===== src/rtl/mskand_hpc2_vec_pipe_if.sv =====
// Valid/ready bundle for the masked AND pipeline: operand sharings, randomness stream, result.
// Share j of bit k sits at index k*D+j; pair randomness of bit k sits at rnd[k*R +: R].
interface mskand_hpc2_vec_pipe_if #(
    parameter int unsigned D = 2,
    parameter int unsigned N = 8
);
    localparam int unsigned R = D * (D - 1) / 2;
    localparam int unsigned W = N * D;

    logic           in_valid;
    logic           in_ready;
    logic [W-1:0]   ina;
    logic [W-1:0]   inb;
    logic           rnd_valid;
    logic           rnd_ready;
    logic [N*R-1:0] rnd;
    logic           out_valid;
    logic           out_ready;
    logic [W-1:0]   out;

    modport master (
        output in_valid, ina, inb, rnd_valid, rnd, out_ready,
        input  in_ready, rnd_ready, out_valid, out
    );

    modport slave (
        input  in_valid, ina, inb, rnd_valid, rnd, out_ready,
        output in_ready, rnd_ready, out_valid, out
    );
endinterface


===== src/rtl/mskand_hpc2_vec_pipe.sv =====
// N-bit vector of d-share HPC2 masked AND gates in a two-stage valid/ready pipeline.
// Operands and randomness are consumed together; the pipeline freezes while the output is stalled.
module mskand_hpc2_vec_pipe #(
    parameter int unsigned D = 2,
    parameter int unsigned N = 8
) (
    input  logic                  clk,
    input  logic                  rst,
    mskand_hpc2_vec_pipe_if.slave bus
);
    localparam int unsigned R  = D * (D - 1) / 2;
    localparam int unsigned P  = D * (D - 1);
    localparam int unsigned W  = N * D;
    localparam int unsigned WP = N * P;

    // Position of unordered pair (lo,hi), lo<hi, in the order (0,1),(0,2)..(D-2,D-1).
    function automatic int unsigned f_upair(input int unsigned lo, input int unsigned hi);
        int unsigned idx;
        idx = 0;
        for (int unsigned a = 0; a < lo; a++) idx += D - 1 - a;
        return idx + hi - lo - 1;
    endfunction

    // Ordered pair (i,j), j!=i; terms belonging to share i are contiguous.
    function automatic int unsigned f_opair(input int unsigned i, input int unsigned j);
        return i * (D - 1) + ((j < i) ? j : j - 1);
    endfunction

    logic          w_en;
    logic          w_accept;
    logic          r_v1;
    logic          r_v2;
    logic [W-1:0]  r_a1;
    logic [W-1:0]  r_b1;
    logic [WP-1:0] r_m;
    logic [WP-1:0] r_q;
    logic [W-1:0]  r_p;
    logic [WP-1:0] r_x;
    logic [WP-1:0] r_y;
    logic [WP-1:0] w_m_d;
    logic [WP-1:0] w_q_d;
    logic [W-1:0]  w_p_d;
    logic [WP-1:0] w_x_d;
    logic [WP-1:0] w_y_d;
    logic [W-1:0]  w_out;

    assign w_en          = ~r_v2 | bus.out_ready;
    assign w_accept      = bus.in_valid & bus.rnd_valid & w_en;
    assign bus.in_ready  = bus.rnd_valid & w_en;
    assign bus.rnd_ready = bus.in_valid & w_en;
    assign bus.out_valid = r_v2;
    assign bus.out       = w_out;

    for (genvar k = 0; k < N; k++) begin : g_bit
        for (genvar i = 0; i < D; i++) begin : g_share
            localparam int unsigned SI   = k * D + i;
            localparam int unsigned BASE = k * P + i * (D - 1);

            assign w_p_d[SI] = r_a1[SI] & r_b1[SI];

            for (genvar j = 0; j < D; j++) begin : g_pair
                if (j != i) begin : g_cross
                    localparam int unsigned OIJ = k * P + f_opair(i, j);
                    localparam int unsigned RIJ = k * R + ((i < j) ? f_upair(i, j) : f_upair(j, i));

                    // Blinded operand and its mask are kept in separate registers.
                    assign w_m_d[OIJ] = bus.inb[k * D + j] ^ bus.rnd[RIJ];
                    assign w_q_d[OIJ] = bus.rnd[RIJ];
                    assign w_x_d[OIJ] = r_a1[SI] & r_m[OIJ];
                    assign w_y_d[OIJ] = ~r_a1[SI] & r_q[OIJ];
                end
            end

            // Only place shares meet: XOR of registered stage-2 terms.
            assign w_out[SI] = r_p[SI] ^ (^(r_x[BASE +: D - 1] ^ r_y[BASE +: D - 1]));
        end
    end

    always_ff @(posedge clk or posedge rst) begin
        if (rst) begin
            r_v1 <= 1'b0;
            r_v2 <= 1'b0;
            r_a1 <= '0;
            r_b1 <= '0;
            r_m  <= '0;
            r_q  <= '0;
            r_p  <= '0;
            r_x  <= '0;
            r_y  <= '0;
        end else if (w_en) begin
            r_v1 <= w_accept;
            r_a1 <= bus.ina;
            r_b1 <= bus.inb;
            r_m  <= w_m_d;
            r_q  <= w_q_d;
            r_v2 <= r_v1;
            r_p  <= w_p_d;
            r_x  <= w_x_d;
            r_y  <= w_y_d;
        end
    end
endmodule

===== src/flat_wrapper.sv =====
// flat-port wrapper written by rule: the top's interface ports become plain ports
module mskand_hpc2_vec_pipe_flat 
#(
    parameter int unsigned D = 2,
    parameter int unsigned N = 8
)
  (clk, rst, bus_in_valid, bus_ina, bus_inb, bus_rnd_valid, bus_rnd, bus_out_ready, bus_in_ready, bus_rnd_ready, bus_out_valid, bus_out);
  mskand_hpc2_vec_pipe_if #(.D(D), .N(N)) bus_i ();
  input  logic clk;
  input  logic rst;
  input wire logic [$bits(bus_i.in_valid)-1:0] bus_in_valid;
  input wire logic [$bits(bus_i.ina)-1:0] bus_ina;
  input wire logic [$bits(bus_i.inb)-1:0] bus_inb;
  input wire logic [$bits(bus_i.rnd_valid)-1:0] bus_rnd_valid;
  input wire logic [$bits(bus_i.rnd)-1:0] bus_rnd;
  input wire logic [$bits(bus_i.out_ready)-1:0] bus_out_ready;
  output wire logic [$bits(bus_i.in_ready)-1:0] bus_in_ready;
  output wire logic [$bits(bus_i.rnd_ready)-1:0] bus_rnd_ready;
  output wire logic [$bits(bus_i.out_valid)-1:0] bus_out_valid;
  output wire logic [$bits(bus_i.out)-1:0] bus_out;
  assign bus_i.in_valid = bus_in_valid;
  assign bus_i.ina = bus_ina;
  assign bus_i.inb = bus_inb;
  assign bus_i.rnd_valid = bus_rnd_valid;
  assign bus_i.rnd = bus_rnd;
  assign bus_i.out_ready = bus_out_ready;
  assign bus_in_ready = bus_i.in_ready;
  assign bus_rnd_ready = bus_i.rnd_ready;
  assign bus_out_valid = bus_i.out_valid;
  assign bus_out = bus_i.out;
  mskand_hpc2_vec_pipe #(.D(D), .N(N)) u_core (.clk(clk), .rst(rst), .bus(bus_i));
endmodule

===== config.mk =====
export PLATFORM = sky130hd
export DESIGN_NAME = mskand_hpc2_vec_pipe_flat
export DESIGN_NICKNAME = d
export VERILOG_FILES = /design/src/rtl/mskand_hpc2_vec_pipe_if.sv /design/src/rtl/mskand_hpc2_vec_pipe.sv /design/src/flat_wrapper.sv
export SDC_FILE = /design/constraint.sdc
export NUM_CORES = 1
export LEC_CHECK = 0
export CAP_MARGIN = 20
export CORE_MARGIN = 3
export CORE_UTILIZATION = 60
export CTS_CLUSTER_SIZE = 12
export DETAILED_ROUTE_END_ITERATION = 12
export PLACE_DENSITY = 0.85
export RECOVER_POWER = 50
export SYNTH_ARGS = -nofsm -noshare
export SYNTH_HDL_FRONTEND = slang
export SYNTH_SLANG_ARGS = --single-unit
export TNS_END_PERCENT = 10

===== constraint.sdc =====
create_clock -name clk -period 7.52 [get_ports clk]
set_input_delay 0.752 -clock clk [delete_from_list [all_inputs] [get_ports clk]]
set_output_delay 0.752 -clock clk [all_outputs]
set_load 0.01 [all_outputs]

Word-level counts from Yosys, hierarchy flattened
Index checks and enable logic that the tools add are counted.

Bits of input ports: 45. Bits in registers: 113. Word-level logic and storage cells: 127. Output and inout port bits: 19.

Bitwise gates (word level): 118.

Operators with widths (count): $and 1x1->1 (52); $xor 1x1->1 (48); $not 1->1 (17); $or 1x1->1 (1).

Logic depth before layout (Yosys ltp)
Gate-level depths: netlist of run 1.

Word-level depth: 3. Gate-level depth with buffers: 5. Depth with buffers taken out: 2.

Worst setup path before layout of run 1
No wires, ideal clock.

Path kind: input to output. From: input bus_out_ready. To: output bus_in_ready. Stages on the path: 4. Setup slack: 5.423 ns. Data required time: 6.768 ns. Buffers on the path: 2. Arrival: 1.345 ns. Cell sequence: nand2b_4 > buf_12 > buf_8 > and2_1.

Longest elaborated chain between the ends: 2.

RTL lines: from (decl) (line flat_wrapper.sv:16) `input wire logic [$bits(bus_i.out_ready)-1:0] bus_out_ready;`; $or 1x1->1 (line mskand_hpc2_vec_pipe.sv:47) `assign w_en = ~r_v2 | bus.out_ready;`; $and 1x1->1 (line mskand_hpc2_vec_pipe.sv:49) `assign bus.in_ready = bus.rnd_valid & w_en;`; to (decl) (line flat_wrapper.sv:17) `output wire logic [$bits(bus_i.in_ready)-1:0] bus_in_ready;`.

Every way passes these cells.

Worst setup path in the final report of run 1
From: input bus_out_ready. To: output bus_rnd_ready.

Longest elaborated chain between the ends: 2.

RTL lines: $or 1x1->1 (line mskand_hpc2_vec_pipe.sv:47); $and 1x1->1 (line mskand_hpc2_vec_pipe.sv:50) `assign bus.rnd_ready = bus.in_valid & w_en;`; to (decl) (line flat_wrapper.sv:18) `output wire logic [$bits(bus_i.rnd_ready)-1:0] bus_rnd_ready;`.

Every way passes these cells.

==> metrics, run 1 <==
final cycle utilization of the critical path=0.5454; number of input and output port buffers inserted=63; number of top-level pins=64; number of global-route vias before repair=3070; kind of start point of the critical path=primary input; Setup TNS=0 ns; number of placed cells counting well taps=516; Hold-fix buffers, CTS=0; syn nets=411; Initial Utilization=0.6367; reg2reg setup slack=5.39 ns; maximum number of pins on one net before global-route repair=85; largest fanout on the critical path=35; Critical Path RT=6.77 ns; met1 track utilization from global routing=0.2627; Reg2Reg Capture Point=u_core.r_b1[11]; portion of synthesized cell area occupied by the leading cell type=0.5255; Synth Warn #=0; most numerous cell in the Yosys netlist=sky130_fd_sc_hd__dfrtp_1; Total Routed Length=9105 microns; reg2reg start=u_core.bus.out_valid; Finished Layout Cells=533; Synth top cells by count=106 x sky130_fd_sc_hd__dfrtp_1, 67 x sky130_fd_sc_hd__mux2_4, 33 x sky130_fd_sc_hd__nand2_1, 33 x sky130_fd_sc_hd__nand3b_1, 33 x sky130_fd_sc_hd__o21ai_0; Worst Setup Slack post-DPL=3.473 ns; Pre-Repair DR Iteration Count=4; power density cells=243.8 mW/mm^2; hold crit path type=reg -> reg; clock tree from TritonCTS=built; r2r worst-path depth=4; FMAX=243.8 MHz; minimum clock period=4.101 ns; vias after detailed routing=2879; number of unique standard cell types used by synthesis=21; number of DRC markers in iteration 0=144; Die X=97.72 microns; GR Util met2=0.3258; count of clock tree sinks=106; crit path capture type=primary output; final count of hold timing violations=0; prevailing post-synth register cell=sky130_fd_sc_hd__dfrtp_1; largest voltage drop on the vdd net=0.0001528 V; mean post-synth cell area=13.79 sq um; buffer depth of the longest clock path=2; floorplan die height=97.72 microns; Slew Viols, Final=0; GRT met3 Usage=0.03302; FFs w/ async S/R, synth=1.000; synthesized instance count=366; number of core rows=32; Setup-failing EPs final=0; quantity of gates resized following cts=0; synthesized flop and latch total=106; drt via density=5.402; number of antenna cells inserted=0; Reg area=0.002653 sq mm; Die Outline Area=0.009549 sq mm; Post-Route Skew=0.01577 ns; All-Layer GR Usage=0.1960; main area contributors after synthesis=sky130_fd_sc_hd__dfrtp_1 53%, sky130_fd_sc_hd__mux2_4 20%, sky130_fd_sc_hd__xnor2_1 5.6%; routability congestion estimate from global placement=0.7352; remaining global-route overflow=0; register clock-pin slew on the reported worst setup and hold paths=0.09 ns; count of buffers added by post-CTS timing repair for setup=0; share of the yosys chip area belonging to registers=0.5255; end point of the critical path=bus_rnd_ready; area used by multi-input combinational logic=0.002160 sq mm; global-route wire length before repair=15180 microns; maximum level of the CTS H-tree=3; worst-case setup margin in the final layout=3.419 ns; number of remaining DRC errors=0; setup repair after global routing missed its margin=no; proportion of layout cells with a drive suffix above 1=0.2181; number of routed nets with antenna violations=0; Maximum Capacitance Violations=0; number of nets in the final layout=471; Critical path origin=bus_out_ready; Area growth, synth to finish=15.54%; Filler Cells Inserted=516; antenna violations before repair=0; count of flip-flops with a built-in enable after synthesis=0; origin of the worst min-delay path=u_core.r_v1; core area=0.007928 sq mm; synthesized area=0.005047 sq mm; clock buffers created by TritonCTS=9; worst-case headroom to the max-slew limit=0.2975; CP Data Arrival Time=3.35 ns; reported leakage power=2.651 nW; HPWL after detailed placement=5998 microns; Clock Latency Late Sink=0.36 ns; Setup CP Type=in -> out; global route hottest layer=met2; clock tree root driver cell=sky130_fd_sc_hd__clkbuf_8; cell taking the most area after synthesis=sky130_fd_sc_hd__dfrtp_1; status=finished, final reports clean; WL/cell=17.08 microns; worst-margin pin slew=1.050 ns
worst min-delay path by stage:
| stage | cells past startpoint | to |
|---|---|---|
| 4_1_cts | 1 | u_core.bus.out_valid |
| 5_1_grt | 1 | u_core.bus.out_valid |
| 3_5_place_dp | 1 | u_core.bus.out_valid |
| 6_report | 1 | u_core.bus.out_valid |
| 3_3_place_gp | 1 | u_core.bus.out_valid |
| 2_1_floorplan | 1 | u_core.bus.out_valid |
power by group:
group | leakage, nW | switching (mW) | internal, mW
combinational | 1.25 | 0.144 | 0.220
sequential | 1.30 | 0.0593 | 0.646
clock | 0.103 | 0.189 | 0.164
total | 2.65 | 0.392 | 1.03
area by class of cell:
cell class              instances  area share
flip-flops and latches        106      0.4548
clock inverters                 6     0.01116
clock buffers                  10     0.02360
inverters                       1   0.0008582
repair buffers                 68      0.1174
multi-input cells             240      0.3703
well taps                     102     0.02188
cell families (layout without fill, tap and decap cells):
logic type,count (synthesis),in the layout,synth area share
DFF,106,106,0.5255
xor gates and xnor gates,48,48,0.08329
AOI/OAI and AO/OA,33,33,0.03272
muxes,72,72,0.2105
buffers and inverters,20,85,0.04660
and+or+nand+nor,87,87,0.1014
cell usage in the layout, fill, tap and decap left out, drive strengths merged:
| master | n |
|---|---|
| xnor2 | 32 |
| and2b | 1 |
| inv | 1 |
| bufinv | 1 |
| nand2 | 33 |
| and2 | 2 |
| buf | 4 |
| nand2b | 2 |
| clkdlybuf4s50 | 53 |
| xor2 | 16 |
| dfrtp | 106 |
| nand3b | 33 |
| clkinvlp | 2 |
| clkbuf | 11 |
| nor2b | 16 |
| dlygate4sd3 | 10 |
| o21ai | 33 |
| mux2 | 72 |
| clkinv | 3 |
metal layers:
layer / vias up / routed length [microns]
met5: - / 0
met4: 0 / 136
met3: 12 / 308
met2: 55 / 4691
met1: 1462 / 3968
li1: 1350 / -
worst max-delay path, stage by stage:
cell and delay, ns:
sky130_fd_sc_hd__clkdlybuf4s50_1 1.16, sky130_fd_sc_hd__nand2b_4 0.67, sky130_fd_sc_hd__and2_1 0.20, sky130_fd_sc_hd__clkdlybuf4s50_1 0.54
stage by stage:
stage | total power, mW | area (sq um) | hold slack, ns | utilization
2_1_floorplan | 0.9510 | 5047 | 0.4348 | -
5_1_grt | 1.489 | 5832 | 0.4990 | 0.7356
3_5_place_dp | 1.089 | 5607 | 0.4539 | 0.7072
6_report | 1.422 | 5832 | 0.4785 | 0.7356
4_1_cts | 1.440 | 5809 | 0.4726 | 0.7328
3_3_place_gp | 1.075 | 5607 | 0.4446 | 0.7072
sequential cells by signal, indices dropped and copies added (netlist names):
register              cells
u_core.bus.out_valid      1
u_core.r_a1              16
u_core.r_b1              16
u_core.r_m               16
u_core.r_p               16
u_core.r_q                8
u_core.r_v1               1
u_core.r_x               16
u_core.r_y               16
Note: power is estimated with default switching activity, not from simulation.
==> run 2: changes to the inputs <==
- CORE_UTILIZATION: 60 -> 55
- PLACE_DENSITY: 0.85 -> 0.79
- clock period: 7.52 -> 4.05 ns (I/O delays scaled with it)
==> run 2 against run 1 <==
Largest power group unchanged. Total power rose by 87%. Non-clock buffer count increased by 1. Sequential share of layout area up 0.059 points. Die area is 8.5% higher. Critical path depth is 2 lower. Clock power is 87% higher. Critical path type is now reg -> out. Largest cell class unchanged. Critical endpoint is now bus_out_valid. Clock skew is 0.0040 ns lower. The flow now finishes with violations (max-capacitance violations, max-slew violations). Routed wire length fell by 3.7%. Setup slack lost 2.5 ns. Clock-buffer cell count stayed put. Worst hold slack improved by 0.012 ns.
==> metrics, run 2 (synthesis results as in run 1) <==
setup repair after global routing missed its margin=no; power density cells=455.4 mW/mm^2; crit-path max cell delay=1.15 ns; number of top-level pins=64; largest voltage drop on the vdd net=0.0002318 V; maximum number of pins on one net before global-route repair=53; number of routed nets with antenna violations=0; floorplan die height=101.8 microns; proportion of layout cells with a drive suffix above 1=0.2199; quantity of gates resized following cts=0; register clock-pin slew on the reported worst setup and hold paths=0.09 ns; HPWL after detailed placement=5708 microns; post-layout total power=2.652 mW; crit path capture type=primary output; clock buffers created by TritonCTS=9; clock tree from TritonCTS=built; minimum clock period=3.090 ns; total number of cells along the worst setup path=2; buffer depth of the longest clock path=2; placed standard-cell area=0.005629 sq mm; Setup TNS=0 ns; vias after detailed routing=2860; Hold-fix buffers, CTS=0; worst-case setup margin in the final layout=0.9602 ns; Filler Cells Inserted=667; FMAX=323.6 MHz; CP Data Arrival Time=2.68 ns; commonest cells after routing, fill and taps aside=106 x sky130_fd_sc_hd__dfrtp_1, 67 x sky130_fd_sc_hd__mux2_4, 62 x sky130_fd_sc_hd__clkdlybuf4s50_1; kind of start point of the critical path=flip-flop; final cycle utilization of the critical path=0.7629; Hold Path Cell Cnt=1; most common library cell in the layout ignoring fill and taps=sky130_fd_sc_hd__dfrtp_1; area used by multi-input combinational logic=0.002160 sq mm; routability congestion estimate from global placement=0.7315; number of remaining DRC errors=0; remaining global-route overflow=0; number of DRC markers in iteration 0=148; Finished Layout Cells=540; global-route wire length before repair=14980 microns; number of global-route vias before repair=3020; Worst Setup Slack post-DPL=1.070 ns; Total Routed Length=8766 microns; clock tree root driver cell=sky130_fd_sc_hd__clkbuf_8; Die Outline Area=0.01036 sq mm; worst-case headroom to the max-slew limit=-0.4809; Setup-failing EPs final=0; Non-Filler Cell Area, Final=0.005824 sq mm; WL/cell=16.23 microns; number of nets in the final layout=472; count of buffers added by post-CTS timing repair for setup=0; violated checks=max-capacitance violations, max-slew violations; reported leakage power=2.641 nW; status=complete, but fails checks; Reg area=0.002653 sq mm; Die X=101.8 microns; Area growth, synth to finish=15.39%; number of core rows=34; largest fanout on the critical path=35; drt via density=5.296; maximum level of the CTS H-tree=3; core area=0.008806 sq mm; Slowest-stage cell, CP=sky130_fd_sc_hd__clkbuf_1; worst-path cell chain=clkbuf_1 > clkdlybuf4s50_1; Setup CP Type=reg -> out; Slew Viols, Final=89; top cell family by delay on the critical path=buffers and inverters; worst-margin pin slew=2.209 ns; number of input and output port buffers inserted=63; Initial Utilization=0.5732; Maximum Capacitance Violations=2; All-Layer GR Usage=0.1862; antenna violations before repair=0; final count of hold timing violations=0; number of antenna cells inserted=0; r2r worst-path depth=4; Pre-Repair DR Iteration Count=4; Clock Latency Late Sink=0.36 ns; Critical Path RT=3.64 ns; number of placed cells counting well taps=524; number of buffers and inverters on the critical path=2; Post-Route Skew=0.01177 ns; count of clock tree sinks=106; hold crit path type=reg -> reg
## run 2: routing by layer
metal | routed length (microns) | vias to the layer above | track usage
met5 | 0 | - | 0
met4 | 108 | 0 | 0.04499
met3 | 413 | 11 | 0.05647
met2 | 4159 | 57 | 0.2958
met1 | 4084 | 1438 | 0.2527
li1 | - | 1354 | -
## run 2: final timing paths
path	from	to	slack, ns
setup / recovery	u_core.bus.out_valid	bus_out_valid	0.96
hold / removal	u_core.r_v1	u_core.bus.out_valid	0.49
setup reg to reg	u_core.bus.out_valid	u_core.r_b1[11]	1.42
hold reg to reg	u_core.r_v1	u_core.bus.out_valid	0.49
max in group asynchronous	rst	u_core.r_p[12]	1.41
min in group asynchronous	rst	u_core.r_a1[8]	1.08
## run 2: stage by stage
step | hold WS (ns) | util
after floorplan | 0.4348 | -
after global placement | 0.4507 | 0.6392
after detailed placement | 0.4704 | 0.6392
after CTS | 0.4849 | 0.6623
after global routing | 0.5037 | 0.6614
final | 0.4902 | 0.6614
## run 2: worst reg2reg max path, cell delays in order (launching register included)
cell                       delay, ns
sky130_fd_sc_hd__dfrtp_1        0.41
sky130_fd_sc_hd__clkbuf_1       1.15
sky130_fd_sc_hd__and2b_1        0.25
sky130_fd_sc_hd__buf_4          0.34
sky130_fd_sc_hd__mux2_2         0.39
## run 2: layout make-up
type                       count  share of cell area
clock buffer                  10             0.02363
sequential                   106              0.4554
clock inverter                 6             0.01117
multi-input combinational    240              0.3708
timing repair buffer          69              0.1149
inverter                       1           0.0008593
tap                          108             0.02320
## run 2: where the power goes
part | total (mW) | switching [mW] | internal (mW) | leakage [nW]
clock network | 0.658 | 0.354 | 0.304 | 0.103
registers | 1.31 | 0.107 | 1.20 | 1.30
logic | 0.689 | 0.267 | 0.422 | 1.24
total | 2.65 | 0.728 | 1.92 | 2.64
